### config.mk
export PLATFORM = sky130hd
export DESIGN_NAME = port_arbiter
export DESIGN_NICKNAME = d
export VERILOG_FILES = /design/src/rtl/noc_pkg.sv /design/src/rtl/rr_pick.sv /design/src/rtl/port_arbiter.sv
export SDC_FILE = /design/constraint.sdc
export NUM_CORES = 1
export LEC_CHECK = 0
export ABC_AREA = 1
export CORE_UTILIZATION = 46
export CTS_CLUSTER_DIAMETER = 150
export CTS_CLUSTER_SIZE = 40
export DETAILED_ROUTE_END_ITERATION = 8
export PLACE_DENSITY = 0.88
export SYNTH_ARGS = -nofsm -noshare
export SYNTH_HDL_FRONTEND = slang
export SYNTH_SLANG_ARGS = --single-unit
### constraint.sdc
create_clock -name clk -period 1.9 [get_ports clk]
set_clock_uncertainty 0.1 [all_clocks]
set_input_delay 0.38 -clock clk [delete_from_list [all_inputs] [get_ports clk]]
set_output_delay 0.38 -clock clk [all_outputs]
set_load 0.02 [all_outputs]
### src/rtl/noc_pkg.sv
// rtl/noc_pkg.sv - shared port indices, size defaults and arbiter state encoding
package noc_pkg;

    localparam int PORT_LOCAL = 0;
    localparam int PORT_NORTH = 1;
    localparam int PORT_SOUTH = 2;
    localparam int PORT_EAST  = 3;
    localparam int PORT_WEST  = 4;

    localparam int N_PORTS_DEF = 5;
    localparam int FLIT_W_DEF  = 4;

    typedef enum logic {
        IDLE = 1'b0,
        BUSY = 1'b1
    } state_t;

endpackage

### src/rtl/rr_pick.sv
// rtl/rr_pick.sv - combinational cyclic priority pick starting at base
module rr_pick
    import noc_pkg::*;
#(
    parameter int N_PORTS = N_PORTS_DEF,
    parameter int BW      = (N_PORTS > 1) ? $clog2(N_PORTS) : 1
) (
    input  logic [N_PORTS-1:0] req,
    input  logic [BW-1:0]      base,
    output logic [N_PORTS-1:0] pick,
    output logic               valid
);

    logic [2*N_PORTS-1:0] dbl_req;
    logic [2*N_PORTS-1:0] dbl_pick;
    logic [N_PORTS-1:0]   rot;
    logic [N_PORTS-1:0]   low;

    // Rotate so base lands at bit 0, isolate the lowest set bit, rotate back.
    assign dbl_req  = {req, req} >> base;
    assign rot      = dbl_req[N_PORTS-1:0];
    assign low      = rot & (~rot + 1'b1);
    assign dbl_pick = {low, low} << base;
    assign pick     = dbl_pick[2*N_PORTS-1:N_PORTS];
    assign valid    = |req;

endmodule

### src/rtl/port_arbiter.sv
// rtl/port_arbiter.sv - round-robin packet arbiter feeding one output buffer
module port_arbiter
    import noc_pkg::*;
#(
    parameter int FLIT_W  = FLIT_W_DEF,
    parameter int N_PORTS = N_PORTS_DEF,
    parameter int PKT_LEN = 4
) (
    input  logic                      clk,
    input  logic                      reset,
    input  logic [N_PORTS-1:0]        req,
    input  logic [N_PORTS*FLIT_W-1:0] flit_in,
    input  logic                      out_full,
    output logic [N_PORTS-1:0]        ack,
    output logic [N_PORTS-1:0]        grant,
    output logic [FLIT_W-1:0]         out_data,
    output logic                      write_req,
    output logic                      busy
);

    localparam int PW = (N_PORTS > 1) ? $clog2(N_PORTS) : 1;
    localparam int CW = (PKT_LEN > 1) ? $clog2(PKT_LEN) : 1;
    localparam logic [CW-1:0] CNT_LAST = CW'(PKT_LEN - 1);
    localparam logic [PW-1:0] PTR_LAST = PW'(N_PORTS - 1);

    state_t             state;
    state_t             state_next;
    logic [PW-1:0]      rr_ptr;
    logic [PW-1:0]      grant_idx;
    logic [CW-1:0]      cnt;
    logic [N_PORTS-1:0] pick;
    logic               pick_valid;
    logic               xfer;
    logic               last_flit;
    logic [FLIT_W-1:0]  grant_flit;

    rr_pick #(
        .N_PORTS(N_PORTS),
        .BW     (PW)
    ) u_rr_pick (
        .req  (req),
        .base (rr_ptr),
        .pick (pick),
        .valid(pick_valid)
    );

    always_ff @(posedge clk) begin
        if (reset) begin
            state <= IDLE;
        end else begin
            state <= state_next;
        end
    end

    always_comb begin
        state_next = state;
        case (state)
            IDLE:    if (pick_valid) state_next = BUSY;
            BUSY:    if (last_flit)  state_next = IDLE;
            default: state_next = IDLE;
        endcase
    end

    // A stalled owner (req low or buffer full) keeps the output; nobody else is considered.
    always_comb begin
        xfer      = !reset && (state == BUSY) && (|(req & grant)) && !out_full;
        ack       = xfer ? grant : '0;
        last_flit = xfer && (cnt == CNT_LAST);
    end

    always_comb begin
        grant_idx  = '0;
        grant_flit = '0;
        for (int i = 0; i < N_PORTS; i++) begin
            if (grant[i]) grant_idx = PW'(i);
            grant_flit = grant_flit | (flit_in[i*FLIT_W +: FLIT_W] & {FLIT_W{grant[i]}});
        end
    end

    always_ff @(posedge clk) begin
        if (reset) begin
            rr_ptr    <= '0;
            cnt       <= '0;
            grant     <= '0;
            out_data  <= '0;
            write_req <= 1'b0;
        end else begin
            write_req <= xfer;
            if (xfer) out_data <= grant_flit;
            if (state == IDLE && pick_valid) begin
                grant <= pick;
                cnt   <= '0;
            end else if (xfer) begin
                if (last_flit) begin
                    grant  <= '0;
                    rr_ptr <= (grant_idx == PTR_LAST) ? '0 : grant_idx + 1'b1;
                end else begin
                    cnt <= cnt + 1'b1;
                end
            end
        end
    end

    assign busy = (state == BUSY);

endmodule

* Yosys cells after proc, flatten, opt, wreduce, memory -nomap -nowiden
Cells that the tools add are included.
** Word-level totals
- Register bits :: 16
- Bits in latches :: 0
- RAM bits :: 0
- Bits in read-only memories :: 0
- Output and inout bits :: 16
- Memories :: 0
** Operators by class
- $add $sub $neg :: 3
- $mul :: 0
- Div/mod/pow operators :: 0
- Order comparisons :: 0
- Equality and inequality tests :: 2
- Shifts and indexed selects :: 2
- Mux-type cells :: 12
- Bitwise operators :: 15
- Reduce and logical (&&, ||, !) cells :: 15
** Operator list (number)
- 4-bit AND :: 5
- 5-bit two-way mux :: 4
- 4-bit OR :: 4
- 3-bit two-way mux :: 4
- 5-bit AND :: 2
- 5-bit OR reduction :: 2
- 10-bit by 3-bit << shifter with 10-bit output :: 1
- 10-bit by 3-bit >> shifter with 5-bit output :: 1
- 5-bit by 1-bit adder with 5-bit output (second input constant) :: 1
- 1-bit logical AND :: 5
- 5-bit inverter :: 1
- 2-bit AND reduction :: 2
- 2-bit nonzero test :: 2
- 3-bit by 1-bit adder with 3-bit output (second input constant) :: 1
- 3-bit == test (second input constant) :: 1
- 1-bit two-way mux :: 3
- 1-bit inverter :: 3
- 3-bit AND reduction :: 1
- 2-bit by 1-bit adder with 2-bit output (second input constant) :: 1
- 2-bit == test (second input constant) :: 1
- 1-bit logical NOT :: 2
- 1-bit one-hot mux with 2 select lines :: 1
- 2-bit OR reduction :: 1

* Longest topological paths before layout
- Depth after elaboration :: 8
- Depth in mapped cells :: 16
- Mapped depth without buffers :: 14

* Cells and area by module
Synthesis repeated with hierarchy kept, for this count alone.
** Unflattened totals
- Cells, all modules :: 249
- Area total of the unflattened synthesis :: 1435.1 um^2
** By module, submodules not included
- port_arbiter :: times used 1, cells an instance 139, area an instance 900.9 um^2
- rr_pick :: times used 1, cells an instance 110, area an instance 534.3 um^2

* Worst setup path after synthesis
No wires, ideal clock.
- Path kind :: flip-flop to output port
- Start :: register grant[4]
- End :: output port ack[0]
- Arrival :: 1315 ps
- Data required time :: 1420 ps
- Path slack :: 105 ps
- Stages on the path, launching flop included :: 6
- Cell sequence :: dfxtp_1 > buf_2 > inv_1 > o221ai_1 > nand2_2 > nor2_1
** Between the ends
- Cells in the longest elaborated chain, start to end :: 5
** Ends and longest elaborated chain
- start, declared :: RTL line port_arbiter.sv:15 : output logic [N_PORTS-1:0] grant,
- start signal, assigned :: RTL line port_arbiter.sv:91 : grant <= pick;
- 5-bit AND :: RTL line port_arbiter.sv:66 : xfer = !reset && (state == BUSY) && (|(req & grant)) && !out_full;
- 5-bit OR reduction :: RTL line port_arbiter.sv:66
- 1-bit logical AND (2 in series) :: RTL line port_arbiter.sv:66
- 5-bit two-way mux :: RTL line port_arbiter.sv:67 : ack = xfer ? grant : '0;
- end, declared :: RTL line port_arbiter.sv:14 : output logic [N_PORTS-1:0] ack,
Every way passes these cells.

* Worst setup path after layout
- Start :: register grant[0]
- End :: output port ack[1]
Same word-level chain as after synthesis.

==> reports/summary.txt <==
status - finished, violations left
violations in the final reports - setup timing
reg2reg end - grant[1]
reported max-cap violation count - 0
count of placed standard cells including taps - 314
critical hold path startpoint - cnt[1]
CTS Buf Count - 3
Sink Count - 16
classification of the worst-slack hold path - flop to flop
Static Leak - 1.04 nW
half-perimeter wire length of the detailed placement result - 3260 um
antenna violations before repair - 0
areal power density over the cells - 373 mW/mm^2
proportion of layout cells with a drive suffix above 1 - 0.376
cell taking the most area after synthesis - sky130_fd_sc_hd__dfxtp_1
XOR/XNOR share of the synthesized area - 0
drt initial violations - 187
clock transition at the registers of the reported paths - 100 ps
global-route wire length before repair - 6980 um
max frequency - 512 MHz
worst slew pin tran - 286 ps
Compound-Gate Fraction of Synth Area - 0.130
starting density of the core - 0.487
Die Ht - 56.0 um
utilization after layout - 0.830
Simple-Gate Fraction of Synth Area - 0.498
synthesized area per cell - 6.19 sq um
boundary pin count - 44
Worst Reg-to-Reg Cells - 12
per-cell via count in the routed design - 5.98
warnings from Yosys - 0
sort of element at the start of the critical path - flop
Arr. time, crit path - 1470 ps
count of cell types in the netlist - 28
relative slew slack - 0.809
cell types with the largest area share after synthesis - sky130_fd_sc_hd__dfxtp_1 (24%), sky130_fd_sc_hd__nand2_1 (20%), sky130_fd_sc_hd__nand3_1 (15%), sky130_fd_sc_hd__a21oi_1 (5.6%), sky130_fd_sc_hd__inv_1 (5.0%)
die area - 0.00314 sq mm
vias in the first global route - 1571
total of endpoints with negative setup slack in the final report - 6
Routed WL per cell - 17.4 um
Min Clock Period, post-route - 1950 ps
sequential share of the synthesized area - 0.239
PnR Total Power - 0.855 mW
number of design rule violations left after detail routing - 0
clock network latency to the later pin of the worst-skew pair - 290 ps
overall global routing resource usage - 0.280
TritonCTS clock tree - yes
post-route ant nets - 0
gpl congestion - 0.864
largest net degree at the start of global routing - 13
Die X-Extent - 56.0 um
final max-slew violation count - 0
Longest Clk Path Bufs - 2
post-synthesis instance area - 0.00134 sq mm
first-pass iteration count of the detailed router - 5
Nets - 321
post-placement cell area - 0.00199 sq mm
fraction of the mapped netlist area in adder cells - 0.0186
Max VDD drop - 0.560 mV
CTS root buffer - sky130_fd_sc_hd__clkbuf_4
dominant combinational cell family by area after synthesis - simple AND/OR/NAND/NOR gates
final standard cell area without fillers - 0.00229 sq mm
launch point of the worst reg-to-reg path - rr_ptr[0]
portion of synthesized cell area occupied by the leading cell type - 0.239
final worst-path setup slack - -54.0 ps
total negative setup slack - -243 ps
post-synthesis mux area share - 0
start-to-end type of the worst setup path - flop to output pin
Worst Hold Path Cells - 2
CTS Hold Bufs - 0
slack of the worst reg-to-reg path - -10 ps
Hold Vio Cnt, Final - 0
required time of the critical path - 1420 ps
core area - 0.00276 sq mm
Cell Rows - 19
post-synthesis sequential element count - 16
Overflow after GRT - 0
number of instances in the synthesized netlist - 217
# diodes - 0
total via count after detailed routing - 1920
setup repair after global routing missed its margin - yes
layout overhead on the synthesized area - 70.5%
share of the cycle needed by the critical path after routing - 1.03
endpoint of the worst hold-timing path - cnt[1]
number of nets produced by synthesis - 247
post-route insts no fill - 321
aggregate routed wire length - 5600 um
H-Tree Level Count - 1
CP Capture Type - output pin
Max FO, Critical Path - 6
buffers added on ports - 43
-- per-layer routing --
| layer | vias up | share of wire | GRT usage |
|---|---|---|---|
| met4 | 0 | 0.054 | 0.0906 |
| met1 | 862 | 0.39 | 0.387 |
| met3 | 39 | 0.097 | 0.0558 |
| met5 | - | 0 | 0 |
| met2 | 149 | 0.46 | 0.437 |
| li1 | 870 | - | - |
-- cell type report --
class	count	area, sq um
Multi-Input combinational cell	171	1090
Timing Repair Buffer	77	697
Fill cell	152	469
Sequential cell	16	329
Inverter	21	95.1
Tap cell	31	38.8
Clock buffer	4	36.3
Timing Repair inverter	1	5.00
-- through the flow --
stage,hold slack (ps),setup slack [ps]
after floorplan,340,105
after global placement,352,-668
after detailed placement,361,-686
after CTS,374,-68.3
after global routing,424,-131
final,399,-54.0
-- cells by family (layout without fill, tap and decap cells) --
| family | count (synthesis) | count (layout) |
|---|---|---|
| AND/OR/NAND/NOR | 139 | 139 |
| AO/OA/AOI/OAI | 30 | 30 |
| buffers and inverters | 30 | 103 |
| flip-flops | 16 | 16 |
| adder cells (fa/ha/maj) | 2 | 2 |
-- synth_stat cells --
| library cell | number |
|---|---|
| sky130_fd_sc_hd__inv_2 | 2 |
| sky130_fd_sc_hd__buf_2 | 5 |
| sky130_fd_sc_hd__or2_1 | 1 |
| sky130_fd_sc_hd__nor3_1 | 2 |
| sky130_fd_sc_hd__nor2_4 | 1 |
| sky130_fd_sc_hd__dfxtp_1 | 16 |
| sky130_fd_sc_hd__nand3_4 | 1 |
| sky130_fd_sc_hd__o211ai_1 | 1 |
| sky130_fd_sc_hd__o221ai_1 | 1 |
| sky130_fd_sc_hd__o21ai_1 | 1 |
| sky130_fd_sc_hd__inv_6 | 1 |
| sky130_fd_sc_hd__nand3_1 | 40 |
| sky130_fd_sc_hd__a221oi_1 | 4 |
| sky130_fd_sc_hd__buf_4 | 1 |
| sky130_fd_sc_hd__nor2_1 | 9 |
| sky130_fd_sc_hd__ha_1 | 2 |
| sky130_fd_sc_hd__a21oi_1 | 15 |
| sky130_fd_sc_hd__a22o_1 | 1 |
| sky130_fd_sc_hd__nor3b_2 | 1 |
| sky130_fd_sc_hd__o21ai_0 | 7 |
| sky130_fd_sc_hd__buf_6 | 2 |
| sky130_fd_sc_hd__nand2_4 | 2 |
| sky130_fd_sc_hd__nand2_2 | 5 |
| sky130_fd_sc_hd__nand2_1 | 71 |
| sky130_fd_sc_hd__nand4_1 | 1 |
| sky130_fd_sc_hd__buf_8 | 1 |
| sky130_fd_sc_hd__inv_1 | 18 |
| sky130_fd_sc_hd__nand3_2 | 5 |
-- flip-flops by register name, summed over array words and instances, names as in the netlist --
name,count
grant,5
out_data,4
rr_ptr,3
cnt,2
busy,1
write_req,1
-- worst max-delay path by stage --
stage / from / to / slack [ps] / cells after the start
after floorplan: grant[4] / ack[0] / 110 / 5
final: grant[0] / ack[1] / -50 / 6
after CTS: grant[0] / ack[3] / -70 / 6
after detailed placement: req[0] / ack[4] / -690 / 7
after global routing: grant[0] / ack[2] / -130 / 6
after global placement: req[0] / ack[4] / -670 / 7
-- what timing repair did --
action,4_1_cts,5_1_grt
hold endpoints to repair,0,0
endpoints found under the setup margin,15,14
pin swaps,11,28
buffers inserted,1,2
gates resized for setup,49,57
gates cloned,0,1
-- cell usage in the layout (no fill, tap or decap), types with 2 or more instances in the layout --
cell                               n
sky130_fd_sc_hd__clkdlybuf4s50_1  28
sky130_fd_sc_hd__nand3_2          10
sky130_fd_sc_hd__dfxtp_4           2
sky130_fd_sc_hd__nand2_1          56
sky130_fd_sc_hd__dlymetal6s2s_1    3
sky130_fd_sc_hd__a221oi_1          4
sky130_fd_sc_hd__buf_4            32
sky130_fd_sc_hd__buf_6             5
sky130_fd_sc_hd__inv_1            12
sky130_fd_sc_hd__nand2_4           5
sky130_fd_sc_hd__a21oi_2           4
sky130_fd_sc_hd__nor2_2            4
sky130_fd_sc_hd__a21oi_1          11
sky130_fd_sc_hd__o21ai_0           7
sky130_fd_sc_hd__nand3_1          28
sky130_fd_sc_hd__dfxtp_1          13
sky130_fd_sc_hd__ha_1              2
sky130_fd_sc_hd__nand2_2          16
sky130_fd_sc_hd__nand3_4           8
sky130_fd_sc_hd__dlygate4sd2_1     6
sky130_fd_sc_hd__inv_2             7
sky130_fd_sc_hd__nor2_1            5
sky130_fd_sc_hd__clkbuf_4          3
-- power breakdown --
part	internal [mW]	leakage (nW)	switching [mW]
logic	0.131	0.892	0.146
registers	0.341	0.132	0.00496
clock network	0.117	0.0210	0.114
-- worst max-delay path, cell delays in order (launching register included) --
cell	delay, ps
sky130_fd_sc_hd__dfxtp_2	330
sky130_fd_sc_hd__a22o_1	210
sky130_fd_sc_hd__a21oi_2	140
sky130_fd_sc_hd__o221ai_2	130
sky130_fd_sc_hd__nand2_2	150
sky130_fd_sc_hd__nor2_1	60
sky130_fd_sc_hd__buf_2	150
Note: power is estimated with default switching activity, not from simulation.
==> RTL edit 1 (config.mk and constraints unchanged) <==
Change the package constant `FLIT_W_DEF` from 4 to 3.
--- a/src/rtl/noc_pkg.sv
+++ b/src/rtl/noc_pkg.sv
@@ -8,7 +8,7 @@
     localparam int PORT_WEST  = 4;
 
     localparam int N_PORTS_DEF = 5;
-    localparam int FLIT_W_DEF  = 4;
+    localparam int FLIT_W_DEF  = 3;
 
     typedef enum logic {
         IDLE = 1'b0,
Ports: changed (resized flit_in and out_data); port bits go from 44 to 38. No check against the original RTL was run, so the function may have changed too.
==> RTL edit 1 against the unedited design <==
- the run still ends with negative setup slack left
- area after synthesis fell by 8.7%
- routed wire length decreased by 25%
- synthesized cell count down 2.8%
- worst setup slack got worse by 23 ps
- global-route usage increased by 2.8 points
- total power is 14% lower
- cell area decreased by 14%
- sequential cell count down 1
- largest power group unchanged
==> RTL edit 1: results <==
{
  "synth-compound-area-share": 0.136,
  "ys_seq_area_frac": 0.245,
  "post_synth_num_cell_types": 24,
  "ctsResizeCount": 60,
  "synth_common_cells": "nand2_1, nand3_1, inv_1",
  "rrSetupSlack_ps": 70,
  "grt_pass1_vias": 1570,
  "p_seq_mw": 0.326,
  "use_met2": 0.588,
  "final.setup.worst_slack_ps": -77.0,
  "status": "finished with violations",
  "nFillCells": 165,
  "dp.cells": 298,
  "place.gp.congestion": 0.849,
  "r2r_end": "grant[4]",
  "cp_max_fo": 5,
  "dp_slack_ps": -847,
  "grt.total_usage": 0.308,
  "setup_violations": 5,
  "leakage_nw": 0.944,
  "grt_pass1_wl_microns": 6390,
  "cp_data_arrival_time_ps": 1500,
  "reg.largest.list": "grant: 5 flops, out_data: 3 flops, rr_ptr: 3 flops",
  "power_mw": 0.739,
  "totalWireLength_microns": 4190,
  "tns_ps": -370,
  "via_per_inst": 5.60,
  "post-cts-setup-buffer-count": 0,
  "drive_gt1_frac": 0.301,
  "met3_usage": 0.0537,
  "portBuffers": 37,
  "fin_crit_ps": 1980,
  "syn_inst": 211,
  "violations": "negative setup slack",
  "reg2reg_depth": 13,
  "use_met1": 0.311,
  "wire_per_inst_microns": 13.9,
  "synth_fp_nets": 236,
  "synth_fa_ha_area_frac": 0.0204
}
## RTL edit 1: per-layer routing
layer,part of all wire,vias up
met2,0.53,80
met1,0.38,773
met4,0.026,0
met3,0.064,13
met5,0,-
li1,-,824
## RTL edit 1: worst min-delay path, stage by stage, from the launching register on
cell,delay (ps)
dfxtp_1,320
inv_1,50
a21oi_1,50
## RTL edit 1: worst min-delay path by stage
stage	slack, ps	to	cells after the start
after detailed placement	350	cnt[1]	2
after global routing	400	cnt[1]	2
final	360	cnt[1]	2
after CTS	360	cnt[1]	2
after global placement	340	cnt[1]	2
after floorplan	330	cnt[1]	2
## RTL edit 1: area by class of cell
class,instances,area (sq um),area share
Multi-Input combinational cell,166,917,0.463
Clock inverter,1,5.00,0.00253
Inverter,22,95.1,0.0480
Tap cell,30,37.5,0.0190
Clock buffer,3,22.5,0.0114
Sequential cell,15,310,0.157
Timing Repair Buffer,65,592,0.299
==> RTL edit 2 (config.mk and constraints unchanged) <==
Without the edit above. Reset style: asynchronous (`reset`), changed in 2 clocked blocks.
--- a/src/rtl/port_arbiter.sv
+++ b/src/rtl/port_arbiter.sv
@@ -44,7 +44,7 @@
         .valid(pick_valid)
     );
 
-    always_ff @(posedge clk) begin
+    always_ff @(posedge clk or posedge reset) begin
         if (reset) begin
             state <= IDLE;
         end else begin
@@ -77,7 +77,7 @@
         end
     end
 
-    always_ff @(posedge clk) begin
+    always_ff @(posedge clk or posedge reset) begin
         if (reset) begin
             rr_ptr    <= '0;
             cnt       <= '0;
Formal check against the unedited RTL: differs if reset is asserted again (counterexample within 4 cycles, from zero or initial values and one cycle with reset high); with reset held inactive, the same outputs for 10 cycles.
==> RTL edit 2 against the unedited design <==
- the flow still finishes with violations (negative setup slack)
- cell area shrank 7.7%
- first-iteration DRC count shrank 56%
- worst setup slack gained 7.2 ps
- count of clock-buffer cells in the layout is the same
- via count shrank 12%
- routed wire length shrank 15%
- worst hold slack lost 30 ps
- sequential cell count is the same
- area after synthesis is essentially flat
- highest routed layer unchanged
Power is left out: it rests on default switching activity, and per cell area and clock period it moved more than threefold.
==> RTL edit 2: results <==
{
  "status": "finished with violations",
  "violations": "negative setup slack",
  "cp_slowest_stage_delay_ps": 390,
  "synth_fp_nets": 234,
  "final.setup.worst_slack_ps": -46.8,
  "hpwl_microns": 3250,
  "r2r_end": "grant[4]",
  "worstHoldPathType": "input pin to async pin",
  "grt_max_degree": 17,
  "rrSetupSlack_ps": 70,
  "reg2reg_depth": 14,
  "cp_slowest_cell": "dfrtp_1",
  "totalWireLength_microns": 4740,
  "place.gp.congestion": 0.824,
  "synth_common_cells": "nand2_1, nand3_1, inv_1",
  "synth_area_leaders": "dfrtp_1, nand2_1, nand3_1",
  "setup_violations": 4,
  "dp.cells": 295,
  "drive_gt1_frac": 0.303,
  "tns_ps": -150,
  "grt_pass1_vias": 1497,
  "placed_cell_area_sq_um": 1940,
  "grt.total_usage": 0.277,
  "via_per_inst": 5.59,
  "ctsResizeCount": 30,
  "postSynthAreaPerCell_sq_um": 6.56
}
[RTL edit 2: changes by cell type after synthesis, moves of 5 or more]
cell and change:
nand3_1 -5, a21oi_1 -12, dfxtp_1 -16, dfrtp_1 +16
[RTL edit 2: final cells by class]
cell class / instances / share of cell area
repair buffers: 70 / 0.306
inverters: 23 / 0.0427
clock buffers: 4 / 0.0172
well taps: 31 / 0.0184
multi-input cells: 158 / 0.426
flip-flops and latches: 16 / 0.190
[RTL edit 2: logic make-up (layout without fill, tap and decap cells)]
group | Yosys count | count (layout) | synth area share
simple gates | 131 | 131 | 0.447
buf+inv | 31 | 97 | 0.105
compound gates | 25 | 25 | 0.134
flops | 16 | 16 | 0.298
fa+ha+maj | 1 | 1 | 0.00931
xor+xnor | 1 | 1 | 0.00652
[RTL edit 2: metal layers]
layer	global-route usage	part of all wire
met1	0.354	0.42
met5	0	0
met4	0.118	0.045
met3	0.0419	0.039
met2	0.464	0.50
[RTL edit 2: worst max-delay path by stage]
stage	startpoint	endpoint	slack, ps
2_1_floorplan	grant[1]	ack[0]	90
3_5_place_dp	req[0]	ack[4]	-640
6_report	grant[0]	ack[2]	-50
3_3_place_gp	req[0]	ack[0]	-630
4_1_cts	grant[1]	ack[4]	-40
5_1_grt	grant[0]	ack[2]	-90
[RTL edit 2: stage by stage]
step	hold slack [ps]	setup WS [ps]
after floorplan	194	90.0
after global placement	423	-628
after detailed placement	432	-641
after CTS	390	-38.0
after global routing	451	-86.1
final	369	-46.8
[RTL edit 2: worst register-to-register path: stages, from the launching register on]
cell	delay, ps
dfrtp_1	430
buf_4	150
buf_4	150
nand2_4	80
nand3_2	70
nand3_1	100
nand2_1	80
nand2_1	60
inv_1	50
nand3_1	90
nand2_2	70
nand3_2	80
nand3_2	70
nand3_2	70
nand2_1	70
